$ cat src/rtl/rs_align_seq.sv
// Sequential right-shift mantissa aligner: shifts din right by shamt, STEP bits per cycle,
// collecting a sticky bit from everything shifted out.
module rs_align_seq #(
    parameter int unsigned WIDTH = 64,
    parameter int unsigned STEP  = 2,
    parameter int unsigned SHW   = 7
) (
    input  logic             clk,
    input  logic             rst,
    input  logic             in_valid,
    output logic             in_ready,
    input  logic [WIDTH-1:0] din,
    input  logic [SHW-1:0]   shamt,
    output logic             out_valid,
    input  logic             out_ready,
    output logic [WIDTH-1:0] dout,
    output logic             sticky
);

    typedef enum logic [1:0] {StIdle, StShift, StDone} state_e;

    localparam logic [SHW-1:0] StepAmt = SHW'(STEP);

    state_e           state_q;
    logic [WIDTH-1:0] data_q;
    logic             sticky_q;
    logic [SHW-1:0]   rem_q;
    logic             in_ready_q;
    logic             out_valid_q;

    logic [SHW-1:0]   step_amt;
    logic [WIDTH-1:0] drop_mask;
    logic [WIDTH-1:0] data_shr;
    logic             accept;
    logic             saturate;

    always_comb begin
        step_amt  = (rem_q < StepAmt) ? rem_q : StepAmt;
        // Selects exactly the step_amt LSBs that fall off this cycle.
        drop_mask = ~({WIDTH{1'b1}} << step_amt);
        data_shr  = data_q >> step_amt;
        accept    = in_valid & in_ready_q;
        saturate  = 32'(shamt) >= WIDTH;
    end

    always_ff @(posedge clk or posedge rst) begin
        if (rst) begin
            state_q     <= StIdle;
            data_q      <= '0;
            sticky_q    <= 1'b0;
            rem_q       <= '0;
            in_ready_q  <= 1'b1;
            out_valid_q <= 1'b0;
        end else begin
            unique case (state_q)
                StIdle: begin
                    if (accept) begin
                        in_ready_q <= 1'b0;
                        if (shamt == '0) begin
                            data_q      <= din;
                            sticky_q    <= 1'b0;
                            rem_q       <= '0;
                            state_q     <= StDone;
                            out_valid_q <= 1'b1;
                        end else if (saturate) begin
                            // Whole operand falls out: no point spending cycles on it.
                            data_q      <= '0;
                            sticky_q    <= |din;
                            rem_q       <= '0;
                            state_q     <= StDone;
                            out_valid_q <= 1'b1;
                        end else begin
                            data_q   <= din;
                            sticky_q <= 1'b0;
                            rem_q    <= shamt;
                            state_q  <= StShift;
                        end
                    end
                end
                StShift: begin
                    data_q   <= data_shr;
                    sticky_q <= sticky_q | (|(data_q & drop_mask));
                    rem_q    <= rem_q - step_amt;
                    if (rem_q == step_amt) begin
                        state_q     <= StDone;
                        out_valid_q <= 1'b1;
                    end
                end
                StDone: begin
                    if (out_ready) begin
                        state_q     <= StIdle;
                        out_valid_q <= 1'b0;
                        in_ready_q  <= 1'b1;
                    end
                end
                default: begin
                    state_q     <= StIdle;
                    out_valid_q <= 1'b0;
                    in_ready_q  <= 1'b1;
                end
            endcase
        end
    end

    assign in_ready  = in_ready_q;
    assign out_valid = out_valid_q;
    assign dout      = data_q;
    assign sticky    = sticky_q;

endmodule

$ cat config.mk
export PLATFORM = sky130hd
export DESIGN_NAME = rs_align_seq
export DESIGN_NICKNAME = d
export VERILOG_FILES = /design/src/rtl/rs_align_seq.sv
export SDC_FILE = /design/constraint.sdc
export NUM_CORES = 1
export LEC_CHECK = 0
export CAP_MARGIN = 15
export CORE_ASPECT_RATIO = 1.1
export CORE_MARGIN = 8
export CORE_UTILIZATION = 44
export CTS_CLUSTER_DIAMETER = 30
export DETAILED_ROUTE_END_ITERATION = 10
export PLACE_DENSITY = 0.77
export SYNTH_ARGS = -nofsm -noshare
export SYNTH_HDL_FRONTEND = slang
export SYNTH_SLANG_ARGS = --single-unit
$ cat constraint.sdc
create_clock -name clk -period 2.5 [get_ports clk]
set_clock_uncertainty 0.2 [all_clocks]
set_input_delay 0.5 -clock clk [delete_from_list [all_inputs] [get_ports clk]]
set_output_delay 0.5 -clock clk [all_outputs]
set_load 0.02 [all_outputs]
# After elaboration in Yosys (flattened, before gate mapping)
# Cells that the tools add are included.
# W data, S select, Z words.
# word_totals
n_memories	0
mem_bits_rw	0
ff_bits	76
romBits	0
output_inout_bits	67
elab_cells	60
latchBits	0
# op_classes
n_mul	0
div_mod_pow	0
reduce_logical	9
add_sub_neg	1
magnitude_cmp	2
n_eq_ne	7
bitwise	5
mux	28
shifts	2
# ops
operator	count
$mux W64	3
$pmux W64 S2	1
$reduce_or A64 Y1	2
$and A64 B64 Y64	1
$not A64 Y64	1
$shl A64 B7 Y64 const A	1
$shr A64 B7 Y64	1
$mux W7	4
$pmux W7 S2	1
$mux W1	10
$mux W2	5
$eq A7 B7 Y1	1
$ge A7 B7 Y1 const B	1
$logic_not A7 Y1	1
$lt A7 B2 Y1 const B	1
$sub A7 B7 Y7	1
$ne A2 B2 Y1 const B	3
$pmux W1 S3	2
$pmux W2 S3	1
$reduce_and A3 Y1	2
$reduce_and A4 Y1	1
$ne A3 B3 Y1 const B	1
$eq A2 B1 Y1 const B	1
$eq A2 B2 Y1 const B	1
other kinds (7)	7

# Logic depth before layout (Yosys ltp)
# depth
depth_word	8
mapped_depth	9

# Worst setup path before layout
# Ideal clock, no wire load.
# synth_path
path_type	reg2reg
startpoint	reg rem_q[6]
endpoint	reg data_q[13], in the netlist dout[13]
n_path_buf	4
setup_slack_ns	0.157
stages_incl_launch_ff	9
t_arrival_ns	2.016
cell_sequence	dfrtp_1 > or4_1 > buf_2 > or3_1 > buf_2 > buf_6 > buf_6 > a221oi_2 > a21oi_1
# synth_between
elab_chain_cells	4
# synth_rtl
item	line_no	source
from (decl)	27	logic [SHW-1:0] rem_q;
from (signal assigned)	75	rem_q <= shamt;
from (signal assigned)	83	rem_q <= rem_q - step_amt;
$lt A7 B2 Y1	38	step_amt = (rem_q < StepAmt) ? rem_q : StepAmt;
$mux W7 *	38	
$shr A64 B7 Y64 *	41	data_shr = data_q >> step_amt;
$pmux W64 S2 *	55	unique case (state_q)
to (signal assigned)	60	data_q <= din;
to (signal assigned)	73	data_q <= din;
to (signal assigned)	81	data_q <= data_shr;
to (decl)	25	logic [WIDTH-1:0] data_q;
# Every way passes the cells marked *; elsewhere a longest branch is shown, timed or not.
# A chain may end at the register's enable or synchronous reset.

# Worst setup path after layout
# layout_path
startpoint	in in_valid
endpoint	reg data_q[42], in the netlist dout[42]
# layout_between
elab_chain_cells	3
# layout_rtl
item	line_no	source
from (decl)	10	input logic in_valid,
$and A1 B1 Y1	42	accept = in_valid & in_ready_q;
$ne A2 B2 Y1 (no line)	-	
$reduce_and A2 Y1 (no line)	-	
# No other way between the ends.

==> summary.md <==
| Metric | Value |
|---|---|
| Pleak | approximately 2.5 nW |
| Max Cap Violations | 0 |
| Area grow syn2layout | 41.92% |
| Sequential share of the synthesized area | 0.3764 |
| Slew at the pin with the worst max-slew slack | about 0.72 ns |
| Sequential Power Share | 0.315 |
| Mapped Area | 5056 um^2 |
| Yosys cell types | between 40 and 50 |
| Initial antenna violation count | 0 |
| Combinational share of power | 0.537 |
| Syn. warnings | 0 |
| DP HPWL | 12650 um |
| Detailed-route via count | around 5800 |
| ANT nets after route | 0 |
| Synth top area share | 0.3712 |
| Drt first-iter violations | between 600 and 700 |
| Non-Filler Instances | approximately 840 |
| Post-synth ARST share | 1.000 |
| CTS tree | done |
| Crit path from | in_valid |
| Final Power | 8.083 mW |
| Layout cell share with drive strength beyond 1 | 0.1424 |
| Final setup fails | 0 |
| Number of global-route vias before repair | 5718 |
| Final period util | 0.9376 |
| Yosys top cell by area | dfrtp_1 |
| Reg-to-Reg Start | state_q[0]$_DFFE_PP0P_ |
| Synth Register Bits | 76 |
| Mapped Cells | roughly 550 |
| Number of synthesized flops with an enable pin | 0 |
| Worst skew pair latency | 0.34 ns |
| CTS Sinks | 76 |
| Design area | approximately 7200 um^2 |
| First-pass GRT wire length | 30170 um |
| Hold-fix buffers, CTS | 0 |
| Nets | between 700 and 800 |
| Drt first pass iters | 5 |
| TritonCTS buffer count | 9 |
| Initial core utilization | 0.4460 |
| DP Cell Count | 822 |
| Synth Flop Type | dfrtp_1 |
| Worst r2r path cells | 5 |
| RR Endpoint | dout[42]$_DFFE_PP0P_ |
| Sw Ratio | 0.4414 |
| Worst VDD drop | 0.8004 mV |
| Pin count of the biggest net entering global routing | 71 |
| Routed WL | between 15000 and 20000 um |
| Quantity of I/O buffers inserted on ports | around 140 |
| Rows | 41 |
| Clk slew on worst S/H paths | roughly 0.07 ns |
| Syn nets | between 600 and 700 |
| ANT cells | 0 |
| Die Wd | 118.2 um |
| Internal power | 4.516 mW |
| Root buf cell | clkbuf_16 |
| Post-route minimum period | between 2 and 2.5 ns |
| Arr. time, crit path | approximately 2.4 ns |
| Crit end category | flip-flop |
| R2r setup slk | about 0.22 ns |
| Outcome | complete, no violations |
| I/O Pins | 142 |
| GRT Util Overall | 0.2399 |
| Max Clk Rate | approximately 430 MHz |
| Most area-consuming cells after synthesis | dfrtp_1 37%, a21oi_1 12%, nand4b_1 10% |
| Total congestion overflow | 0 |
| Power per cell area | 1127 nW/um^2 |
| Drt wl/cell | between 20 and 25 um |
| Clock power share | 0.148 |
| PnR worst setup slack | about 0.16 ns |
| Post-DP Area | between 6000 and 7000 um^2 |
| Number of H-tree levels | 3 |
| Net switching power | between 3 and 4 mW |
| CP Class | in2reg |
| Pre-CTS WS | -0.1496 ns |
| Critical Path Sink | dout[42]$_DFFE_PP0P_ |
| Syn avg cell area | ~9.1 um^2 |
| Startpoint types | input pin |
| Hold/Removal Path Class | in2async |
| RSZ-0062 raised after global routing | false |
| Routability cong. | 0.8843 |
| Post-route DRC | 0 |
| Die area | about 15000 um^2 |
| Final Slew Violations | 0 |
| Final hold violation count | 0 |
| Via/cell ratio | around 6.9 |
| Clock tree buffer depth | 2 |
| Slew headroom | 0.5185 |
| Crit Path Max Fanout | 70 |
| Core area | around 11000 um^2 |
| Die height | about 130 um |
| Critical Path RT | between 2 and 3 ns |
[flip-flops by register name (all words and copies together), names as in the netlist]
| register | count |
|---|---|
| out_valid | 1 |
| state_q | 2 |
| sticky | 1 |
| rem_q | 7 |
| in_ready | 1 |
| dout | 64 |
[power by group through the flow]
stage / Sequential, mW / Clock [mW] / Combinational (mW)
floorplan: 3.01 / 0 / 1.70
global placement: 2.51 / 0 / 4.24
detailed placement: 2.51 / 0 / 4.32
CTS: 2.52 / 1.21 / 4.34
global route: 2.62 / 1.26 / 4.63
finish: 2.54 / 1.20 / 4.34
[area by class of cell]
type                    count  area, um^2
fillers                   929        4161
multi-input cells         402        2892
flip-flops and latches     76        1904
repair buffers            190        1904
clock buffers              10       239.0
well taps                 150       187.7
clock inverters             6       30.03
inverters                   4       18.77
[metal layers]
layer	vias to the layer above	track usage	share of wire	wire length (um)
met1	2828	0.3073	0.41	7847
met2	348	0.3894	0.48	9072
li1	2545	-	-	-
met5	-	0	0	0
met3	37	0.05081	0.081	1539
met4	0	0.09502	0.026	485
[cells in the final DEF, fill, tap and decap left out, types with 3 or more instances in the layout]
| cell type | n |
|---|---|
| inv_1 | 3 |
| dfrtp_1 | 74 |
| nor2_4 | 3 |
| buf_12 | 10 |
| buf_4 | 39 |
| a221oi_2 | 20 |
| nand3_1 | 3 |
| nand4_1 | 8 |
| clkinv_2 | 6 |
| nand2_1 | 9 |
| a221oi_1 | 37 |
| a211oi_1 | 4 |
| nor2_1 | 7 |
| clkbuf_16 | 9 |
| a221o_1 | 3 |
| o21ai_0 | 9 |
| a22o_1 | 4 |
| o211ai_1 | 60 |
| nor4_1 | 20 |
| clkdlybuf4s50_1 | 141 |
| nor3_1 | 3 |
| a21oi_1 | 126 |
| nand4b_1 | 58 |
[Yosys cell counts (2+ instances only)]
| library cell | count |
|---|---|
| a21oi_1 | 126 |
| dfrtp_1 | 75 |
| clkbuf_1 | 64 |
| o211ai_1 | 60 |
| nand4b_1 | 58 |
| a221oi_1 | 37 |
| nor4_1 | 22 |
| a221oi_2 | 20 |
| nor2_1 | 10 |
| nand2_1 | 9 |
| o21ai_0 | 9 |
| nand4_1 | 8 |
| a211oi_1 | 4 |
| a22o_1 | 4 |
| buf_2 | 4 |
| inv_1 | 4 |
| a221o_1 | 3 |
| buf_6 | 3 |
| nand3_1 | 3 |
| nor3_1 | 3 |
| o31ai_1 | 2 |
| or2_2 | 2 |
| or3_1 | 2 |
[kinds of logic after synthesis]
kind of cell,synth area share
XOR/XNOR,0.001733
adder cells (fa/ha/maj),0.002474
other,0.0007417
AO/OA/AOI/OAI,0.3855
buffers and inverters,0.06112
flip-flops,0.3764
AND/OR/NAND/NOR,0.1720
[metrics by stage]
stage / util / hold slack, ns / setup TNS (ns)
floorplan: - / 0.3143 / 0
global placement: 0.6089 / 0.2946 / -2.171
detailed placement: 0.6089 / 0.2916 / -5.437
CTS: 0.6326 / 0.3053 / 0
global route: 0.6329 / 0.3100 / 0
finish: 0.6329 / 0.3008 / 0
[critical path, stage by stage]
cell             delay, ns
clkdlybuf4s50_1       0.51
a21oi_1               0.17
nor4_2                0.54
buf_12                0.35
a21oi_1               0.12
a21oi_1               0.18
[repair_timing]
item                                    CTS  global route
endpoints found under the setup margin    0             3
buffers inserted                          0             0
resized for setup                         0             1
[worst min-delay path by stage]
stage | from | endpoint | slack (ns) | cells after the start
2_1_floorplan | rem_q[2]$_DFFE_PP0P_ | rem_q[2]$_DFFE_PP0P_ | 0.31 | 2
3_3_place_gp | out_valid$_DFFE_PP0P_ | out_valid$_DFFE_PP0P_ | 0.29 | 1
3_5_place_dp | out_valid$_DFFE_PP0P_ | out_valid$_DFFE_PP0P_ | 0.29 | 1
4_1_cts | rst | out_valid$_DFFE_PP0P_ | 0.31 | 2
5_1_grt | rst | out_valid$_DFFE_PP0P_ | 0.31 | 2
6_report | rst | rem_q[6]$_DFFE_PP0P_ | 0.30 | 2
Note: power is estimated with default switching activity, not from simulation.
